--- src/rtl/dac_interface_ad5686.sv ---
// Purpose : serial write master for an AD5686-class quad 16-bit DAC (24-bit frame, MSB first, plus LDAC pulse).
// Latency : command latched on the cs edge, acted on the next edge; write frame keeps rdy low 101 cycles at defaults.
// Backpressure: rdy low while busy; commands arriving then are dropped, except soft reset which always wins.
//
// Ports:
//   clk, rst_n            clock, asynchronous active-low reset
//   SCLK, SYNC, DIN, LDAC DAC serial interface, all registered (SCLK/SYNC/LDAC idle high)
//   cs, op, addr, data_in single-cycle host command: op[0] soft reset, op[1] write+update,
//                         op[2] write input register, op[3] LDAC pulse; addr[3:0] channel mask
//   rdy                   idle and able to accept a command
module dac_interface_ad5686 #(
    parameter int NBIT      = 24,
    parameter int SCLK_HALF = 2,
    parameter int T_SETUP   = 2,
    parameter int T_QUIET   = 3,
    parameter int T_LDAC    = 2
) (
    input  logic        clk,
    input  logic        rst_n,
    output logic        SCLK,
    output logic        SYNC,
    output logic        DIN,
    output logic        LDAC,
    input  logic        cs,
    input  logic [3:0]  op,
    input  logic [7:0]  addr,
    input  logic [15:0] data_in,
    output logic        rdy
);

    // Phase counter must reach the longest hold in any state without wrapping.
    localparam int M1   = (2 * SCLK_HALF > T_SETUP) ? 2 * SCLK_HALF : T_SETUP;
    localparam int M2   = (T_QUIET > T_LDAC) ? T_QUIET : T_LDAC;
    localparam int CMAX = (M1 > M2) ? M1 : M2;
    localparam int CW   = $clog2(CMAX + 1);
    localparam int BW   = $clog2(NBIT + 1);

    typedef enum logic [2:0] {
        IDLE   = 3'd0,
        SETUP  = 3'd1,
        SHIFT  = 3'd2,
        QUIET  = 3'd3,
        LPULSE = 3'd4
    } state_t;

    state_t        state, state_n;
    logic [CW-1:0] cnt, cnt_n;
    logic [BW-1:0] bit_cnt, bit_cnt_n;
    logic [23:0]   sr, sr_n;
    logic          sclk_q, sclk_n;
    logic          sync_q, sync_n;
    logic          din_q, din_n;
    logic          ldac_q, ldac_n;
    logic          rdy_q, rdy_n;

    logic          cmd_vld;
    logic [3:0]    cmd_op;
    logic [3:0]    cmd_addr;
    logic [15:0]   cmd_data;
    logic          accept;
    logic [3:0]    cmd_code;
    logic [23:0]   frame;

    // A command is only taken when idle with nothing pending; soft reset is always taken.
    assign accept   = cs && (((state == IDLE) && !cmd_vld) || op[0]);
    assign cmd_code = cmd_op[1] ? 4'b0011 : 4'b0001;
    assign frame    = {cmd_code, cmd_addr, cmd_data};

    always_ff @(posedge clk or negedge rst_n) begin
        if (!rst_n) begin
            cmd_vld  <= 1'b0;
            cmd_op   <= 4'd0;
            cmd_addr <= 4'd0;
            cmd_data <= 16'd0;
        end else begin
            cmd_vld <= accept;
            if (accept) begin
                cmd_op   <= op;
                cmd_addr <= addr[3:0];
                cmd_data <= data_in;
            end
        end
    end

    always_ff @(posedge clk or negedge rst_n) begin
        if (!rst_n) begin
            state   <= IDLE;
            cnt     <= '0;
            bit_cnt <= '0;
            sr      <= '0;
            sclk_q  <= 1'b1;
            sync_q  <= 1'b1;
            din_q   <= 1'b0;
            ldac_q  <= 1'b1;
            rdy_q   <= 1'b0;
        end else begin
            state   <= state_n;
            cnt     <= cnt_n;
            bit_cnt <= bit_cnt_n;
            sr      <= sr_n;
            sclk_q  <= sclk_n;
            sync_q  <= sync_n;
            din_q   <= din_n;
            ldac_q  <= ldac_n;
            rdy_q   <= rdy_n;
        end
    end

    always_comb begin
        state_n   = state;
        cnt_n     = cnt;
        bit_cnt_n = bit_cnt;
        sr_n      = sr;
        sclk_n    = sclk_q;
        sync_n    = sync_q;
        din_n     = din_q;
        ldac_n    = ldac_q;
        rdy_n     = rdy_q;

        case (state)
            IDLE: begin
                rdy_n = 1'b1;
                if (cmd_vld && !cmd_op[0]) begin
                    if (cmd_op[1] || cmd_op[2]) begin
                        state_n   = SETUP;
                        cnt_n     = '0;
                        bit_cnt_n = '0;
                        sr_n      = frame;
                        sync_n    = 1'b0;
                        sclk_n    = 1'b1;
                        din_n     = frame[23];
                        rdy_n     = 1'b0;
                    end else if (cmd_op[3]) begin
                        state_n = LPULSE;
                        cnt_n   = '0;
                        ldac_n  = 1'b0;
                        rdy_n   = 1'b0;
                    end
                end
            end
            SETUP: begin
                if (cnt == CW'(T_SETUP - 1)) begin
                    state_n = SHIFT;
                    cnt_n   = '0;
                    sclk_n  = 1'b0;
                end else begin
                    cnt_n = cnt + 1'b1;
                end
            end
            SHIFT: begin
                // cnt runs 0..2*SCLK_HALF-1 per bit: low phase first, then high phase.
                if (cnt == CW'(SCLK_HALF - 1)) begin
                    sclk_n    = 1'b1;
                    sr_n      = {sr[22:0], 1'b0};
                    din_n     = sr[22];
                    bit_cnt_n = bit_cnt + 1'b1;
                    cnt_n     = cnt + 1'b1;
                end else if (cnt == CW'(2 * SCLK_HALF - 1)) begin
                    cnt_n = '0;
                    if (bit_cnt == BW'(NBIT)) begin
                        // Full high phase of the last bit done before SYNC rises.
                        state_n   = QUIET;
                        bit_cnt_n = '0;
                        sync_n    = 1'b1;
                        sclk_n    = 1'b1;
                        din_n     = 1'b0;
                    end else begin
                        sclk_n = 1'b0;
                    end
                end else begin
                    cnt_n = cnt + 1'b1;
                end
            end
            QUIET: begin
                if (cnt == CW'(T_QUIET - 1)) begin
                    state_n = IDLE;
                    cnt_n   = '0;
                    rdy_n   = 1'b1;
                end else begin
                    cnt_n = cnt + 1'b1;
                end
            end
            LPULSE: begin
                if (cnt == CW'(T_LDAC - 1)) begin
                    state_n = QUIET;
                    cnt_n   = '0;
                    ldac_n  = 1'b1;
                end else begin
                    cnt_n = cnt + 1'b1;
                end
            end
            default: begin
                state_n = IDLE;
                cnt_n   = '0;
            end
        endcase

        // Soft reset overrides whatever the FSM was doing, but leaves rdy high.
        if (cmd_vld && cmd_op[0]) begin
            state_n   = IDLE;
            cnt_n     = '0;
            bit_cnt_n = '0;
            sr_n      = '0;
            sclk_n    = 1'b1;
            sync_n    = 1'b1;
            din_n     = 1'b0;
            ldac_n    = 1'b1;
            rdy_n     = 1'b1;
        end
    end

    assign SCLK = sclk_q;
    assign SYNC = sync_q;
    assign DIN  = din_q;
    assign LDAC = ldac_q;
    assign rdy  = rdy_q;

endmodule

--- config.mk ---
export PLATFORM = sky130hd
export DESIGN_NAME = dac_interface_ad5686
export DESIGN_NICKNAME = d
export VERILOG_FILES = /design/src/rtl/dac_interface_ad5686.sv
export SDC_FILE = /design/constraint.sdc
export NUM_CORES = 1
export LEC_CHECK = 0
export ABC_AREA = 1
export BUFFER_PORTS_ARGS = -buffer_cell sky130_fd_sc_hd__buf_4
export CAP_MARGIN = 20
export CORE_MARGIN = 2
export CORE_UTILIZATION = 60
export CTS_CLUSTER_SIZE = 12
export DETAILED_ROUTE_END_ITERATION = 8
export PLACE_DENSITY = 0.77
export SYNTH_ARGS = -nofsm -noshare
export SYNTH_HDL_FRONTEND = slang
export SYNTH_SLANG_ARGS = --single-unit
--- constraint.sdc ---
create_clock -name clk -period 4.3 [get_ports clk]
set_input_delay 0.215 -clock clk [delete_from_list [all_inputs] [get_ports clk]]
set_output_delay 0.215 -clock clk [all_outputs]
set_load 0.01 [all_outputs]
Word level (Yosys, flattened, before mapping):

Cells that the tools add are included.

* memories: 0
* output and inout port bits: 5
* input port bits: 31
* bits in latches: 0
* bits in writable memories: 0
* bits in read-only memories: 0
* word-level logic and storage cells: 126
* flip-flop bits (word level): 64

* multiplexer cells: 67
* add/subtract/negate cells: 2
* equal/unequal tests: 22
* shift-type cells: 0
* $lt $le $gt $ge: 0
* reduce and logical (&&, ||, !) cells: 22
* multipliers: 0
* bitwise operators: 0
* div/mod/pow operators: 0

Operators by type and width (count)
* 2-to-1 mux 23 bit: 4
* 2-to-1 mux 3 bit: 18
* one-hot mux 23 bit (2 select lines): 1
* 2-to-1 mux 5 bit: 6
* 2-to-1 mux 1 bit: 29
* inequality test 3 bit (second input constant): 7
* one-hot mux 3 bit (5 select lines): 1
* AND reduction 5 bit: 3
* equality test 3 x 2 -> 1 bit (second input constant): 4
* one-hot mux 3 bit (4 select lines): 1
* one-hot mux 5 bit (2 select lines): 1
* nonzero test 3 bit: 3
* inequality test 4 bit (second input constant): 2
* one-hot mux 1 bit (2 select lines): 4
* AND reduction 8 bit: 1
* equality test 3 x 1 -> 1 bit (second input constant): 2
* inequality test 3 x 1 -> 1 bit (second input constant): 2
* inequality test 3 x 2 -> 1 bit (second input constant): 2
* AND reduction 6 bit: 1
* adder 5 x 1 -> 5 bit (second input constant): 1
* equality test 5 bit (second input constant): 1
* logical AND 1 bit: 4
* inequality test 4 x 2 -> 1 bit (second input constant): 1
* AND reduction 2 bit: 2
* 10 further kinds: 12

Logic depth before layout (Yosys ltp):

* depth in word-level cells: 6
* gate-level depth with buffers: 10

Least setup slack after synthesis:

Ideal clock, no wire load.

* path kind: register to register
* start point: register cnt[0]
* end point: register sr[16]
* period minus slack after synthesis: 1.547 ns
* setup slack: 2.753 ns
* arrival time: 1.429 ns
* buffers on the path: 1
* setup time: 0.117 ns
* stages on the path, launching flop included: 9
* path through: dfrtp_1 -> ha_1 -> nand2_1 -> nand2_1 -> o21ai_2 -> nor2_8 -> buf_6 -> nand2_1 -> o21ai_2

* cells in the longest elaborated chain, start to end: 3

Ends and longest elaborated chain
* from (decl): line 47 `logic [CW-1:0] cnt, cnt_n;`
* from (signal assigned): line 98 `cnt <= cnt_n;`
* equality test 3 x 1 -> 1 bit: line 152 `if (cnt == CW'(SCLK_HALF - 1)) begin`
* inequality test 3 bit (no source line)
* AND reduction 4 bit (no source line)
* to (signal assigned): line 100 `sr <= sr_n;`
* to (decl): line 49 `logic [23:0] sr, sr_n;`

No other way between the ends.
A chain may end at the register's enable or synchronous reset.

Worst setup path after layout:

* start point: register cmd_op[0]
* end point: register sr[1]

* cells in the longest elaborated chain, start to end: 4
* elaborated cells on any way between the ends: 9
* those cells by class: eq/ne: 3; mux: 1; reduce/logical: 5

Ends and longest elaborated chain
* from (decl): line 57 `logic [3:0] cmd_op;`
* from (signal assigned): line 78 `cmd_op <= op;`
* zero test 1 bit: line 123 `if (cmd_vld && !cmd_op[0]) begin`
* logical AND 1 bit: line 123
* inequality test 3 x 1 -> 1 bit (no source line)
* AND reduction 4 bit (no source line)

Several ways; a longest one is shown, not always the timed one.

==> run_results.csv <==
group,metric,value,unit
setup_path,cpMaxStageDelayCell,"nand3_1",
global_route,first_global_vias,2672,
global_route,gr-usage-met3,0.0368,
pwr,p_seq_frac,0.339,
setup_path,cpMostUsedCell,"nand2_1",
worst_hold_path,hold_class,"input pin to flip-flop",
cts,clk_transition_reported_paths,0.07,ns
global_route,track_usage,0.238,
floorplan,num_rows,27,
timing,slew_headroom,0.444,
pwr,switchingPower,1.16,mW
cells_and_area,drive_gt1_frac,0.180,
detailed_routing,drt_first_pass_iters,4,
timing,setup_viol,0,
cts,cts_root_buf,"clkbuf_8",
synth,syn_area_per_cell,8.08,um2
synth,ys_warn_count,0,
detailed_routing,wl,6400,um
synth,synth_cell_types,31,
global_route,grt_max_degree,65,
global_route,grt_pass1_wl,11600,um
timing,final-hold-violation-count,0,
cells_and_area,syn2layout_area_growth,12.4,%
cts,cts_sinks,64,
cts,cts-resized-gates,0,
timing,min_period,2.10,ns
pwr,p_comb_frac,0.474,
detailed_routing,drtAntennaViolNets,0,
cts,tritoncts,"built",
detailed_routing,dr_total_vias,2708,
floorplan,core,5440,um2
floorplan,die_h,78.4,um
setup_path,path_class,"flip-flop to flip-flop",
placed_design,dp.cells,501,
pwr,swShare,0.432,
cells_and_area,nNetsFinal,479,
placed_design,portBuffers,31,
cts,clk-insertion-delay-late,0.33,ns
detailed_routing,drc,0,
timing,finalCritPeriodShare,0.489,
pwr,p_leak,1.93,nW
setup_path,worstSetupStartpointType,"flip-flop",
pwr,vdd_drop_max,0.365,mV
pwr,power.clock.fraction,0.187,
cells_and_area,final_cell_count_no_fill,517,
pwr,cellPowerDensity,717,nW/um2
placed_design,gp_congestion,0.961,
synth,syn_area,3320,um2
cells_and_area,antenna_cells,0,
floorplan,ios,36,
detailed_routing,drtIter0Drc,169,
timing,tns,0,ns
placed_design,dpl_cell_area,3540,um2
outcome,status,"completed",
synth,yosys_most_used_dff,"dfrtp_1",
synth,synth_top_area_frac,0.460,
global_route,grt_use_met2,0.410,
cts,cts_made_buffers,9,
synth,syn_nets,449,
floorplan,start_util,0.611,
setup_path,required,4.55,ns
timing,drv_slew,0,
synth,ys_ff_latch,64,
synth,yosys.area.top_type,"dfrtp_1",
setup_path,crit_family,"simple AND/OR/NAND/NOR gates",
timing,rsz0062_at_grt,"no",
setup_path,worstPathArrival,2.35,ns
cts,clockBufferDepth,2,
global_route,gr-max-usage-layer,"met2",
synth,ys_top_cells_by_area,"dfrtp_1 (46%), nand2_1 (14%), inv_1 (6.9%)",
global_route,globalRouteOverflowTotal,0,
timing,holdWs,0.0902,ns
run,max-cap-violations,0,
synth,syn-instance-count,411,
setup_path,crit_path_end_kind,"flip-flop",
setup_path,cp_max_fo,21,
timing,tightest_slew,0.832,ns
detailed_routing,wl_per_cell,12.4,um
synth,synth_edf_count,0,
synth,ys_top_cells_by_count,"nand2_1 (123), dfrtp_1 (61), inv_1 (61)",
floorplan,die_w,78.4,um
synth,synth-async-reset-ratio,1.00,
global_route,antenna_found_initial,0,
cells_and_area,postLayoutCellArea,3730,um2
placed_design,dpl.hpwl,4280,um
floorplan,design.die.area,6150,um2
setup_path,critical-path-max-stage-delay,0.68,ns
setup_path,path_buf_inv,0,
timing,skew,0.00327,ns
timing,fmax,0.476,GHz
synth,synth-seq-area-share,0.483,
synth,yosysMostFrequentCell,"nand2_1",
global_route,grt_use_met1,0.302,
pwr,p_int,1.52,mW
cts,htree_levels,3,
detailed_routing,via_per_inst,5.24,
setup_path,critical_path.cell_chain,"nand2_1, nand3_1, o21ai_0, nand2_1, o21ai_1",
## worst reg2reg max path, delay by kind of cell (launching register included)
family / cells / cell delay (ns)
simple gates: 3 / 1.12
compound gates: 2 / 0.50
flops: 1 / 0.40
## state kept, by name, summed over array words and instances, names as in the netlist
signal,cells
cmd_op,4
LDAC,1
rdy,1
SYNC,1
SCLK,1
cmd_data,16
cnt,3
bit_cnt,5
cmd_vld,1
sr,23
DIN,1
state,3
cmd_addr,4
## routing by layer
layer,wire length [um],part of all wire
met5,0,0
met2,3180,0.50
met1,2860,0.45
met4,81,0.013
met3,283,0.044
## path summary, 6_finish.rpt
path                                end         from  slack, ns  cells past startpoint
hold reg to reg                    SCLK         SCLK       0.48                      2
setup reg to reg                  sr[1]    cmd_op[0]       2.20                      5
setup / recovery                  sr[1]    cmd_op[0]       2.20                      5
min in group asynchronous        cnt[1]        rst_n       0.50                      2
hold / removal             cmd_data[13]  data_in[13]       0.09                      3
max in group asynchronous    bit_cnt[4]        rst_n       3.26                      2
## cells by family (layout without fill, tap and decap cells)
family / count (synthesis) / in the layout / synth area share
and+or+nand+nor: 184 / 184 / 0.237
buffers and inverters: 77 / 111 / 0.105
AOI/OAI and AO/OA: 76 / 76 / 0.140
DFF: 64 / 64 / 0.483
adders and majority gates: 7 / 7 / 0.0264
xor gates and xnor gates: 3 / 3 / 0.00791
## placed cells by master, fill, tap and decap left out, types with 3 or more instances in the layout
cell      count
or2_2         5
o22ai_1      18
a21oi_1       5
inv_1        61
nand2_1     123
nor2_1       22
o21ai_1      16
buf_4        31
ha_1          7
nand2_2       3
xor2_1        3
o21ai_0      20
clkbuf_8     10
dfrtp_1      61
dfstp_2       3
nand3_1      21
o21ai_2      16
## power by group through the flow
stage                     clock (mW)  combinational, mW  sequential (mW)
after floorplan                    0               1.09            0.906
after global placement             0               1.23            0.909
after detailed placement           0               1.26            0.917
after CTS                      0.511               1.27            0.908
after global routing           0.532               1.46            0.929
final                          0.502               1.27            0.908
## stage by stage
step,utilization,power (mW),worst slack (ns)
after floorplan,-,2.00,2.75
after global placement,0.650,2.14,2.19
after detailed placement,0.650,2.18,2.19
after CTS,0.687,2.69,2.19
after global routing,0.687,2.92,1.97
final,0.687,2.68,2.20
## layout make-up
class	instances	area (um2)
Clock buffer	12	145
Inverter	64	243
Timing Repair Buffer	32	243
Clock inverter	3	42.5
Multi-Input combinational cell	270	1370
Tap cell	72	90.1
Fill cell	456	1700
Sequential cell	64	1610
## what timing repair did
item / CTS / global route
buffers inserted: 0 / 0
endpoints found under the hold margin: 2 / 0
hold buffers: 1 / 0
No activity file was read; power rests on OpenSTA's default activity.
